## src/rtl/conv_layer_scheduler_if.sv

```systemverilog
`default_nettype none
// ============================================================================
// Module   : conv_layer_scheduler_if
// Brief    : Control, configuration and beat-strobe bundle of the layer
//            scheduler.
// Revision : 1.0 - initial release
// ============================================================================
interface conv_layer_scheduler_if #(
    parameter int STATE_WIDTH = 3,
    parameter int BEAT_WIDTH  = 16
);
    logic                   start;
    logic                   abort;
    logic [STATE_WIDTH:0]   cfg_layer_cnt;
    logic [BEAT_WIDTH-1:0]  cfg_weight_beats;
    logic [BEAT_WIDTH-1:0]  cfg_feat_beats;
    logic [BEAT_WIDTH-1:0]  cfg_out_beats;
    logic                   DDR_valid_in;
    logic                   MAC_data_valid_in;
    logic                   MAC_data_valid_out;
    logic                   weight_rd_req;
    logic                   feat_rd_en;
    logic [STATE_WIDTH-1:0] current_state;
    logic                   state_rst;
    logic [2:0]             phase;
    logic                   busy;
    logic                   done;
    logic                   error;

    modport master (
        output start, abort, cfg_layer_cnt, cfg_weight_beats, cfg_feat_beats,
               cfg_out_beats, DDR_valid_in, MAC_data_valid_in, MAC_data_valid_out,
        input  weight_rd_req, feat_rd_en, current_state, state_rst, phase,
               busy, done, error
    );

    modport slave (
        input  start, abort, cfg_layer_cnt, cfg_weight_beats, cfg_feat_beats,
               cfg_out_beats, DDR_valid_in, MAC_data_valid_in, MAC_data_valid_out,
        output weight_rd_req, feat_rd_en, current_state, state_rst, phase,
               busy, done, error
    );
endinterface
`default_nettype wire

```

## src/rtl/conv_layer_scheduler.sv

```systemverilog
`default_nettype none
// ============================================================================
// Module   : conv_layer_scheduler
// Brief    : Steps the accelerator through weight load, compute and layer end
//            for each layer of a run, driving the shared layer index.
// Revision : 1.0 - initial release
// ============================================================================
module conv_layer_scheduler #(
    parameter int STATE_WIDTH    = 3,
    parameter int BEAT_WIDTH     = 16,
    parameter int TIMEOUT_CYCLES = 4096
) (
    input  wire logic             clk,
    input  wire logic             rstn,
    conv_layer_scheduler_if.slave bus
);
    localparam int                    c_WDOG_W    = $clog2(TIMEOUT_CYCLES + 1);
    localparam logic [c_WDOG_W-1:0]   c_WDOG_LAST = c_WDOG_W'(TIMEOUT_CYCLES - 1);
    localparam logic [BEAT_WIDTH-1:0] c_BEAT_MAX  = '1;
    localparam logic [BEAT_WIDTH-1:0] c_BEAT_ONE  = BEAT_WIDTH'(1);
    localparam logic [STATE_WIDTH:0]  c_LAYER_ONE = (STATE_WIDTH+1)'(1);

    typedef enum logic [2:0] {
        ST_IDLE      = 3'd0,
        ST_WLOAD     = 3'd1,
        ST_COMPUTE   = 3'd2,
        ST_LAYER_END = 3'd3
    } state_t;

    state_t                 r_state, w_state;
    logic [STATE_WIDTH:0]   r_layer_cnt, w_layer_cnt;
    logic [BEAT_WIDTH-1:0]  r_w_beats, w_w_beats;
    logic [BEAT_WIDTH-1:0]  r_f_beats, w_f_beats;
    logic [BEAT_WIDTH-1:0]  r_o_beats, w_o_beats;
    logic [BEAT_WIDTH-1:0]  r_w_cnt, w_w_cnt;
    logic [BEAT_WIDTH-1:0]  r_in_cnt, w_in_cnt;
    logic [BEAT_WIDTH-1:0]  r_out_cnt, w_out_cnt;
    logic [c_WDOG_W-1:0]    r_wdog, w_wdog;
    logic [STATE_WIDTH-1:0] r_cur, w_cur;
    logic                   r_state_rst, w_state_rst;
    logic                   r_done, w_done;
    logic                   r_error, w_error;
    logic                   r_wreq, r_fen, r_busy;

    always_comb begin
        w_state     = r_state;
        w_layer_cnt = r_layer_cnt;
        w_w_beats   = r_w_beats;
        w_f_beats   = r_f_beats;
        w_o_beats   = r_o_beats;
        w_w_cnt     = r_w_cnt;
        w_in_cnt    = r_in_cnt;
        w_out_cnt   = r_out_cnt;
        w_wdog      = '0;
        w_cur       = r_cur;
        w_state_rst = 1'b0;
        w_done      = 1'b0;
        w_error     = r_error;

        case (r_state)
            ST_IDLE: begin
                if (bus.start && !bus.abort) begin
                    if (bus.cfg_layer_cnt == '0) begin
                        w_done = 1'b1;
                    end else begin
                        w_layer_cnt = bus.cfg_layer_cnt;
                        w_w_beats   = bus.cfg_weight_beats;
                        w_f_beats   = bus.cfg_feat_beats;
                        w_o_beats   = bus.cfg_out_beats;
                        w_w_cnt     = '0;
                        w_in_cnt    = '0;
                        w_out_cnt   = '0;
                        w_error     = 1'b0;
                        w_cur       = '0;
                        w_state_rst = 1'b1;
                        w_state     = (bus.cfg_weight_beats == '0) ? ST_COMPUTE : ST_WLOAD;
                    end
                end
            end
            ST_WLOAD: begin
                if (bus.DDR_valid_in) begin
                    if (r_w_cnt == r_w_beats - c_BEAT_ONE) begin
                        w_state = ST_COMPUTE;
                    end else if (r_w_cnt != c_BEAT_MAX) begin
                        w_w_cnt = r_w_cnt + c_BEAT_ONE;
                    end
                end
            end
            ST_COMPUTE: begin
                // Input beats past the configured count are dropped, so in_cnt never exceeds it
                if (bus.MAC_data_valid_in && (r_in_cnt < r_f_beats)) begin
                    w_in_cnt = r_in_cnt + c_BEAT_ONE;
                end
                if (bus.MAC_data_valid_out && (r_out_cnt != c_BEAT_MAX)) begin
                    w_out_cnt = r_out_cnt + c_BEAT_ONE;
                end
                if (r_o_beats != '0) begin
                    if (bus.MAC_data_valid_out && (r_out_cnt == r_o_beats - c_BEAT_ONE)) begin
                        w_state = ST_LAYER_END;
                    end
                end else if (w_in_cnt >= r_f_beats) begin
                    w_state = ST_LAYER_END;
                end
                if (!bus.MAC_data_valid_in && !bus.MAC_data_valid_out) begin
                    if (r_wdog == c_WDOG_LAST) begin
                        w_error     = 1'b1;
                        w_state_rst = 1'b1;
                        w_state     = ST_IDLE;
                    end else begin
                        w_wdog = r_wdog + 1'b1;
                    end
                end
            end
            ST_LAYER_END: begin
                w_w_cnt   = '0;
                w_in_cnt  = '0;
                w_out_cnt = '0;
                if ({1'b0, r_cur} == r_layer_cnt - c_LAYER_ONE) begin
                    w_done  = 1'b1;
                    w_state = ST_IDLE;
                end else begin
                    w_cur       = r_cur + 1'b1;
                    w_state_rst = 1'b1;
                    w_state     = (r_w_beats == '0) ? ST_COMPUTE : ST_WLOAD;
                end
            end
            default: w_state = ST_IDLE;
        endcase

        if (bus.abort && (r_state != ST_IDLE)) begin
            w_state     = ST_IDLE;
            w_state_rst = 1'b1;
            w_done      = 1'b0;
            w_cur       = '0;
            w_w_cnt     = '0;
            w_in_cnt    = '0;
            w_out_cnt   = '0;
            w_wdog      = '0;
        end
    end

    // Request strobes are derived from the next state so they stay registered
    always_ff @(posedge clk or negedge rstn) begin
        if (!rstn) begin
            r_state     <= ST_IDLE;
            r_layer_cnt <= '0;
            r_w_beats   <= '0;
            r_f_beats   <= '0;
            r_o_beats   <= '0;
            r_w_cnt     <= '0;
            r_in_cnt    <= '0;
            r_out_cnt   <= '0;
            r_wdog      <= '0;
            r_cur       <= '0;
            r_state_rst <= 1'b0;
            r_done      <= 1'b0;
            r_error     <= 1'b0;
            r_wreq      <= 1'b0;
            r_fen       <= 1'b0;
            r_busy      <= 1'b0;
        end else begin
            r_state     <= w_state;
            r_layer_cnt <= w_layer_cnt;
            r_w_beats   <= w_w_beats;
            r_f_beats   <= w_f_beats;
            r_o_beats   <= w_o_beats;
            r_w_cnt     <= w_w_cnt;
            r_in_cnt    <= w_in_cnt;
            r_out_cnt   <= w_out_cnt;
            r_wdog      <= w_wdog;
            r_cur       <= w_cur;
            r_state_rst <= w_state_rst;
            r_done      <= w_done;
            r_error     <= w_error;
            r_wreq      <= (w_state == ST_WLOAD);
            r_fen       <= (w_state == ST_COMPUTE) && (w_in_cnt < w_f_beats);
            r_busy      <= (w_state != ST_IDLE);
        end
    end

    assign bus.weight_rd_req = r_wreq;
    assign bus.feat_rd_en    = r_fen;
    assign bus.current_state = r_cur;
    assign bus.state_rst     = r_state_rst;
    assign bus.phase         = r_state;
    assign bus.busy          = r_busy;
    assign bus.done          = r_done;
    assign bus.error         = r_error;
endmodule
`default_nettype wire

```

## src/flat_wrapper.sv

```systemverilog
// flat-port wrapper written by rule: the top's interface ports become plain ports
module conv_layer_scheduler_flat 
#(
    parameter int STATE_WIDTH    = 3,
    parameter int BEAT_WIDTH     = 16,
    parameter int TIMEOUT_CYCLES = 4096
)
  (clk, rstn, bus_start, bus_abort, bus_cfg_layer_cnt, bus_cfg_weight_beats, bus_cfg_feat_beats, bus_cfg_out_beats, bus_DDR_valid_in, bus_MAC_data_valid_in, bus_MAC_data_valid_out, bus_weight_rd_req, bus_feat_rd_en, bus_current_state, bus_state_rst, bus_phase, bus_busy, bus_done, bus_error);
  conv_layer_scheduler_if #(.STATE_WIDTH(STATE_WIDTH), .BEAT_WIDTH(BEAT_WIDTH)) bus_i ();
  input  wire logic clk;
  input  wire logic rstn;
  input wire logic [$bits(bus_i.start)-1:0] bus_start;
  input wire logic [$bits(bus_i.abort)-1:0] bus_abort;
  input wire logic [$bits(bus_i.cfg_layer_cnt)-1:0] bus_cfg_layer_cnt;
  input wire logic [$bits(bus_i.cfg_weight_beats)-1:0] bus_cfg_weight_beats;
  input wire logic [$bits(bus_i.cfg_feat_beats)-1:0] bus_cfg_feat_beats;
  input wire logic [$bits(bus_i.cfg_out_beats)-1:0] bus_cfg_out_beats;
  input wire logic [$bits(bus_i.DDR_valid_in)-1:0] bus_DDR_valid_in;
  input wire logic [$bits(bus_i.MAC_data_valid_in)-1:0] bus_MAC_data_valid_in;
  input wire logic [$bits(bus_i.MAC_data_valid_out)-1:0] bus_MAC_data_valid_out;
  output wire logic [$bits(bus_i.weight_rd_req)-1:0] bus_weight_rd_req;
  output wire logic [$bits(bus_i.feat_rd_en)-1:0] bus_feat_rd_en;
  output wire logic [$bits(bus_i.current_state)-1:0] bus_current_state;
  output wire logic [$bits(bus_i.state_rst)-1:0] bus_state_rst;
  output wire logic [$bits(bus_i.phase)-1:0] bus_phase;
  output wire logic [$bits(bus_i.busy)-1:0] bus_busy;
  output wire logic [$bits(bus_i.done)-1:0] bus_done;
  output wire logic [$bits(bus_i.error)-1:0] bus_error;
  assign bus_i.start = bus_start;
  assign bus_i.abort = bus_abort;
  assign bus_i.cfg_layer_cnt = bus_cfg_layer_cnt;
  assign bus_i.cfg_weight_beats = bus_cfg_weight_beats;
  assign bus_i.cfg_feat_beats = bus_cfg_feat_beats;
  assign bus_i.cfg_out_beats = bus_cfg_out_beats;
  assign bus_i.DDR_valid_in = bus_DDR_valid_in;
  assign bus_i.MAC_data_valid_in = bus_MAC_data_valid_in;
  assign bus_i.MAC_data_valid_out = bus_MAC_data_valid_out;
  assign bus_weight_rd_req = bus_i.weight_rd_req;
  assign bus_feat_rd_en = bus_i.feat_rd_en;
  assign bus_current_state = bus_i.current_state;
  assign bus_state_rst = bus_i.state_rst;
  assign bus_phase = bus_i.phase;
  assign bus_busy = bus_i.busy;
  assign bus_done = bus_i.done;
  assign bus_error = bus_i.error;
  conv_layer_scheduler #(.STATE_WIDTH(STATE_WIDTH), .BEAT_WIDTH(BEAT_WIDTH), .TIMEOUT_CYCLES(TIMEOUT_CYCLES)) u_core (.clk(clk), .rstn(rstn), .bus(bus_i));
endmodule
```

## config.mk

```make
export PLATFORM = sky130hd
export DESIGN_NAME = conv_layer_scheduler_flat
export DESIGN_NICKNAME = d
export VERILOG_FILES = /design/src/rtl/conv_layer_scheduler_if.sv /design/src/rtl/conv_layer_scheduler.sv /design/src/flat_wrapper.sv
export SDC_FILE = /design/constraint.sdc
export NUM_CORES = 1
export LEC_CHECK = 0
export ABC_AREA = 1
export ABC_CLOCK_PERIOD_IN_PS = 3350
export CAP_MARGIN = 10
export CORE_MARGIN = 2
export CORE_UTILIZATION = 40
export DETAILED_ROUTE_END_ITERATION = 8
export GPL_TIMING_DRIVEN = 0
export HOLD_SLACK_MARGIN = 0.05
export PLACE_DENSITY = 0.63
export SYNTH_ARGS = -nofsm -noshare
export SYNTH_HDL_FRONTEND = slang
export SYNTH_SLANG_ARGS = --single-unit
```

## constraint.sdc

```tcl
create_clock -name clk -period 3.35 [get_ports clk]
set_clock_uncertainty 0.2 [all_clocks]
set_input_delay 0.8375 -clock clk [delete_from_list [all_inputs] [get_ports clk]]
set_output_delay 0.8375 -clock clk [all_outputs]
set_load 0.01 [all_outputs]
```

# --- After elaboration in Yosys (flattened, before gate mapping) ---
# Cells that the tools add are included.
classes:
  addsub: 8
  n_mul: 0
  n_div: 0
  magnitude_cmp: 3
  eq_ne: 22
  shift: 0
  mux: 59
  bitwise_logic: 1
  n_reduce_logical: 26
op_table:
  columns: ["op", "n"]
  rows:
  - ["$mux W16", 16]
  - ["$pmux W16 S3", 3]
  - ["$mux W13", 4]
  - ["$add A16 B1 Y16 const B", 3]
  - ["$mux W3", 15]
  - ["$eq A16 B16 Y1", 2]
  - ["$logic_not A16 Y1", 2]
  - ["$lt A16 B16 Y1", 2]
  - ["$ne A16 B16 Y1 const B", 2]
  - ["$sub A16 B1 Y16 const B", 2]
  - ["$ge A16 B16 Y1", 1]
  - ["$reduce_bool A16 Y1", 1]
  - ["$mux W1", 14]
  - ["$add A13 B1 Y13 const B", 1]
  - ["$eq A13 B12 Y1 const B", 1]
  - ["$pmux W3 S4", 1]
  - ["$eq A3 B2 Y1 const B", 3]
  - ["$ne A3 B1 Y1 const B", 3]
  - ["$ne A3 B3 Y1 const B", 3]
  - ["$reduce_bool A3 Y1", 3]
  - ["$reduce_and A4 Y1", 2]
  - ["$reduce_bool A4 Y1", 2]
  - ["$logic_and A1 B1 Y1", 7]
  - ["$eq A3 B1 Y1 const B", 2]
  - ["18 further kinds", 24]
word_totals:
  ff_bits: 125
  latchBits: 0
  mem_bits_rw: 0
  rom_bits: 0
  input_bits: 59
  mem_count: 0

# --- Depth between registers and ports, before layout ---
depth:
  depth_word: 13
  mapped_depth: 28

# --- Worst setup path after synthesis ---
# OpenSTA, ideal clock, no wires.
synth_timing:
  kind: "reg2reg"
  from: "register u_core.r_in_cnt[9]"
  to: "register u_core.r_fen (netlist: u_core.bus.feat_rd_en)"
  t_arrival_ns: 3.066
  required_ns: 3.026
  path_slack_ns: -0.041
  path_stages_with_launch: 24
  path_cell_list: "dfrtp_1 ha_1 nand2_1 inv_1 o21ai_0 a21oi_1 nor2_1 nand2_2 nor3_2 nand2_1 nor2_2 xnor2_1 inv_1 ha_1 nand2_1 nor3_1 nand3_1 a31o_2 nand3_1 nand2_1 nand2_1 nor2_1 nand2_1 a21oi_1"
synth_between:
  elab_chain_len: 13
synth_lines:
  columns: ["element", "line", "source"]
  rows:
  - ["start, declared", "conv_layer_scheduler.sv:36", "logic [BEAT_WIDTH-1:0] r_in_cnt, w_in_cnt;"]
  - ["start signal, assigned", "conv_layer_scheduler.sv:168", "r_in_cnt <= w_in_cnt;"]
  - ["$lt A16 B16 Y1", "conv_layer_scheduler.sv:91", "if (bus.MAC_data_valid_in && (r_in_cnt < r_f_beats)) begin"]
  - ["$logic_and A1 B1 Y1", "conv_layer_scheduler.sv:91", null]
  - ["$mux W16", "conv_layer_scheduler.sv:91", null]
  - ["$mux W16", "conv_layer_scheduler.sv:60", "case (r_state)"]
  - ["$ge A16 B16 Y1", "conv_layer_scheduler.sv:101", "end else if (w_in_cnt >= r_f_beats) begin"]
  - ["$mux W3", "conv_layer_scheduler.sv:101", null]
  - ["$mux W3", "conv_layer_scheduler.sv:97", "if (r_o_beats != '0) begin"]
  - ["$mux W3", "conv_layer_scheduler.sv:105", "if (r_wdog == c_WDOG_LAST) begin"]
  - ["$mux W3", "conv_layer_scheduler.sv:104", "if (!bus.MAC_data_valid_in && !bus.MAC_data_valid_out) begin"]
  - ["$pmux W3 S4", "conv_layer_scheduler.sv:60", null]
  - ["$mux W3", "conv_layer_scheduler.sv:130", "if (bus.abort && (r_state != ST_IDLE)) begin"]
  - ["$eq A3 B2 Y1", "conv_layer_scheduler.sv:176", "r_fen <= (w_state == ST_COMPUTE) && (w_in_cnt < w_f_beats);"]
  - ["$logic_and A1 B1 Y1 (*)", "conv_layer_scheduler.sv:176", null]
  - ["end signal, assigned", "conv_layer_scheduler.sv:176", null]
  - ["end, declared", "conv_layer_scheduler.sv:43", "logic r_wreq, r_fen, r_busy;"]
# Mark *: on every way between the ends. The rest lies on a longest branch, timed or not. The select of a mux whose other input is x is not followed.
# A chain may end at the register's enable or synchronous reset.

# --- Final worst setup path ---
layout_timing:
  from: "input bus_cfg_layer_cnt[0]"
  to: "register u_core.r_fen (netlist: u_core.bus.feat_rd_en)"
layout_between:
  elab_chain_len: 7
layout_lines:
  columns: ["element", "line", "source"]
  rows:
  - ["start, declared", "flat_wrapper.sv:14", "input wire logic [$bits(bus_i.cfg_layer_cnt)-1:0] bus_cfg_layer_cnt;"]
  - ["$logic_not A4 Y1 (*)", "conv_layer_scheduler.sv:63", "if (bus.cfg_layer_cnt == '0) begin"]
  - ["$mux W16 or $mux W3 (tied branches)", "conv_layer_scheduler.sv:63", null]
  - ["$mux W16 or $mux W3 (tied branches)", "conv_layer_scheduler.sv:62", "if (bus.start && !bus.abort) begin"]
  - ["$pmux W16 S3 or $pmux W3 S4 (tied branches)", "conv_layer_scheduler.sv:60", null]
  - ["$mux W16 or $mux W3 (tied branches)", "conv_layer_scheduler.sv:130", null]
  - ["$lt A16 B16 Y1 or $eq A3 B2 Y1 (tied branches)", "conv_layer_scheduler.sv:176", null]
  - ["$logic_and A1 B1 Y1 (*)", "conv_layer_scheduler.sv:176", null]
# Mark *: on every way between the ends. The rest lies on a longest branch, timed or not.

==> impl_summary.txt <==
----------------------------------------------------
[Run status]
  Status ... finished, violations left
  Violated checks ... negative setup slack

[Clocking]
  Clock Root Buffer ... clkbuf_16
  Clock tree from TritonCTS ... done
  CTS Buffer Depth ... 2
  H-tree lvl count ... 4
  Total clock buffers created by CTS ... 17
  Sink count of the clock tree ... roughly 130
  Skew-Pair Late Insertion Delay ... around 0.43 ns
  Clock-pin slew reported for the worst setup and hold paths after clock tree synthesis ... 0.06 ns

[Setup path]
  Top fanout value on the critical path ... 10
  Critical Path Start Type ... input pin
  Cell mode on critical path ... nor2_1
  Critical path class ... input pin to flip-flop
  Worst setup EP type ... flip-flop
  Data required, critical path ... 3.51 ns
  Biggest cell delay along the critical path ... approximately 0.49 ns
  Worst path slowest cell ... clkdlybuf4s50_1
  Critical Path, Cell by Cell ... clkdlybuf4s50_1 -> nor2_1 -> nand3_1 -> nand3_1 -> nor2_4 -> inv_1 -> clkbuf_4 -> clkbuf_4 -> nand2_1 -> o21ai_0 -> ha_1 -> a21oi_2 -> nor2_1 -> a211oi_2 -> o221ai_2 -> nor2_1 -> nand2_1 -> a21oi_2
  Arr. time, crit path ... 3.81 ns

[Synthesis]
  Dominant cell by count in the synthesized netlist ... nand2_1
  Top cell type's share of synthesized area ... a little under two fifths
  Most used flip-flop cell after synthesis ... dfrtp_1
  Syn Nets ... 1249
  Count of flip-flops with a built-in enable after synthesis ... 0
  Area of the mapped netlist ... 8400 µm²
  Number of instances in the synthesized netlist ... 1136
  Post-synth top area cell ... dfrtp_1
  Most instantiated cells after synthesis ... nand2_1, inv_1, dfrtp_1
  Flip-flop and latch count after synthesis ... about 130
  Sequential-to-total area share from yosys stat ... 37.2%
  Post-synthesis average cell area ... 7.40 µm²
  Syn. warnings ... 0
  Fraction of registers with async set or reset after synthesis ... 100%
  Count of unique library cells instantiated by Yosys ... 45
  Largest cells by area after synthesis ... dfrtp_1, nand2_1, ha_1

[STA]
  Unrepaired setup endpoints after global routing ... yes
  Final worst path period need ... 3.65 ns
  Slew at the pin closest to its max-slew limit ... between 0.6 and 0.7 ns
  Max Transition Viols Final ... 0
  Final worst-path cycle share ... 109%
  Setup violators final ... 4
  Final hold violation count ... 0
  Least setup slack across all paths after layout ... -0.302 ns
  Worst slew margin ... a little over half
  Upper clock frequency limit ... 0.274 GHz

[Pwr]
  Internal portion of total power ... 3.41 mW
  VDD IR-drop max ... approximately 290 µV
  Reported net switching power ... 1.69 mW
  Fraction of power consumed by the clock network ... 36.5%
  Post-route total power ... 5.10 mW
  Switching share of power ... 33.2%
  Reg power frac ... 35.9%
  Leakage power ... 4.88 nW
  Total power per unit cell area ... 484 nW/µm²
  Logic gate share of total power ... 27.6%

[Global routing]
  First-pass GRT wire length ... 37500 µm
  Maximum number of pins on one net before global-route repair ... 76
  Global-route congestion overflow total ... 0
  Vias in the first global route ... 7646
  Antenna violations before repair ... 0
  GRT Overall Usage ... 21.3%

[Placement]
  Number of input and output port buffers inserted ... 70
  Setup Slack @ Placement ... -1.33 ns
  Sum of net half-perimeters after detailed placement ... 16600 µm
  Placed instance area ... 9490 µm²
  GPL Wtd Cong ... between 0.8 and 0.9

[Floorplanning]
  Vertical extent of the die ... 149 µm
  I/O pin total ... 71
  Die Outline Area ... approximately 22000 µm²
  Row Count ... 53
  Die X ... 149 µm
  Starting density of the core ... about two fifths
  Floorplan Core Area ... 20800 µm²

[Min path]
  Classification of the worst-slack hold path ... input pin to async pin

[Cells and area]
  Ant. Diodes ... 0
  Summed area of non-filler cells in the final layout ... 10500 µm²
  Fillers ... around 2000
  Final #Nets ... 1364
  Area growth, synth to finish ... 25.4%
  Share of cells above drive strength 1 ... a little over an eighth
  Final core utilization ... 50.6%

[Routing]
  Total wirelength of the detailed-routed design ... around 23000 µm
  Mean number of vias per cell ... 5.01
  Total iterations of the first detailed-routing run ... 7
  Average wire per standard cell ... 14.7 µm
  Residual DRC ... 0
  Number of violations reported at the end of detailed-routing iteration 0 ... 409
  Final antenna-violating net count ... 0
  Via count ... just under 8000

[Job]
  Count of maximum capacitance violations ... 0

----------------------------------------------------
## cells by family after synthesis
family / synth area share (%)
buffers and inverters: 8.55
XOR/XNOR: 7.50
AND/OR/NAND/NOR: 28.1
other: 0.0446
adder cells (fa/ha/maj): 8.04
AO/OA/AOI/OAI: 10.5
flip-flops: 37.2
## flip-flops by register name, indices dropped and copies added, names as in the netlist, 3 cells and up
register / count
u_core.r_f_beats: 16
u_core.bus.current_state: 3
u_core.r_w_beats: 16
u_core.r_o_beats: 16
u_core.r_w_cnt: 16
u_core.bus.phase: 3
u_core.r_in_cnt: 16
u_core.r_out_cnt: 16
u_core.r_layer_cnt: 4
u_core.r_wdog: 13
## repair_timing
item,CTS,global route
setup buffers,14,11
gates cloned,0,0
resized for setup,33,50
hold endpoints to repair,0,0
pin swaps,20,16
hold buffers,0,0
setup endpoints to repair,4,4
## cells in the final DEF (no fill, tap or decap), drive strengths merged, types with 2 or more instances in the layout
cell type	Yosys	layout
o221ai	8	8
nand4	23	23
buf	6	33
o21ai	82	82
or2	2	2
nand3b	3	3
clkbuf	21	43
a31o	2	2
dlygate4sd2	0	2
a21boi	2	2
and2	2	2
nor3b	2	2
clkinv	2	6
inv	153	153
nor4	10	10
a21oi	45	45
o22ai	2	2
nor3	28	28
ha	54	54
nor2	132	132
clkinvlp	0	4
a211oi	2	2
a31oi	10	10
dfrtp	125	125
o21a	2	2
bufinv	0	2
clkdlybuf4s50	0	67
nand2	287	287
nand3	55	55
xor2	48	48
xnor2	24	24
## metrics by stage
stage | TNS [ns] | std cells | hold WS, ns
finish | -0.762 | 1539 | 0.158
global route | -1.92 | 1539 | 0.203
CTS | -1.43 | 1528 | 0.180
detailed placement | -8.98 | 1482 | 0.263
global placement | -500.79 | 1481 | 0.254
floorplan | 0 | 1136 | 0.233
## critical path, delay by kind of cell
kind	cells	cell delay, ns
buffers and inverters	4	1.03
AND/OR/NAND/NOR	8	0.85
AO/OA/AOI/OAI	5	0.75
adder cells (fa/ha/maj)	1	0.32
## power by group through the flow
stage          Combinational (mW)  Clock (mW)  Sequential, mW
2_1_floorplan               0.893           0            1.82
3_3_place_gp                 1.20           0            1.86
3_5_place_dp                 1.23           0            1.86
4_1_cts                      1.31        1.89            1.83
5_1_grt                      1.62        1.96            1.85
6_report                     1.41        1.86            1.83
## metal layers
layer,track usage [%],part of all wire (%)
met5,0,0
met2,36.6,48
met1,27.2,45
met3,4.04,4.1
met4,6.67,2.5
## final timing paths
kind | start | end | slack [ns] | cells after the start
min reg2reg | u_core.r_wdog[0] | u_core.r_wdog[0] | 0.26 | 1
min | rstn | u_core.r_w_beats[0] | 0.16 | 1
max | bus_cfg_layer_cnt[0] | u_core.bus.feat_rd_en | -0.30 | 18
min in group clk | u_core.r_wdog[0] | u_core.r_wdog[0] | 0.26 | 1
max in group asynchronous | rstn | u_core.r_in_cnt[11] | 2.02 | 2
max reg2reg | u_core.r_in_cnt[13] | u_core.bus.feat_rd_en | -0.27 | 24
## area by class of cell
cell class                      instances  area [µm²]  share of cell area, %
Multi-Input combinational cell        829        4820                   45.7
Tap cell                              275         344                   3.26
Clock inverter                         10         114                   1.08
Inverter                              155         583                   5.53
Clock buffer                           22         474                   4.50
Sequential cell                       125        3140                   29.8
Buffer                                 27         146                   1.39
Timing Repair Buffer                   96         918                   8.71
Note: power is estimated with default switching activity, not from simulation.
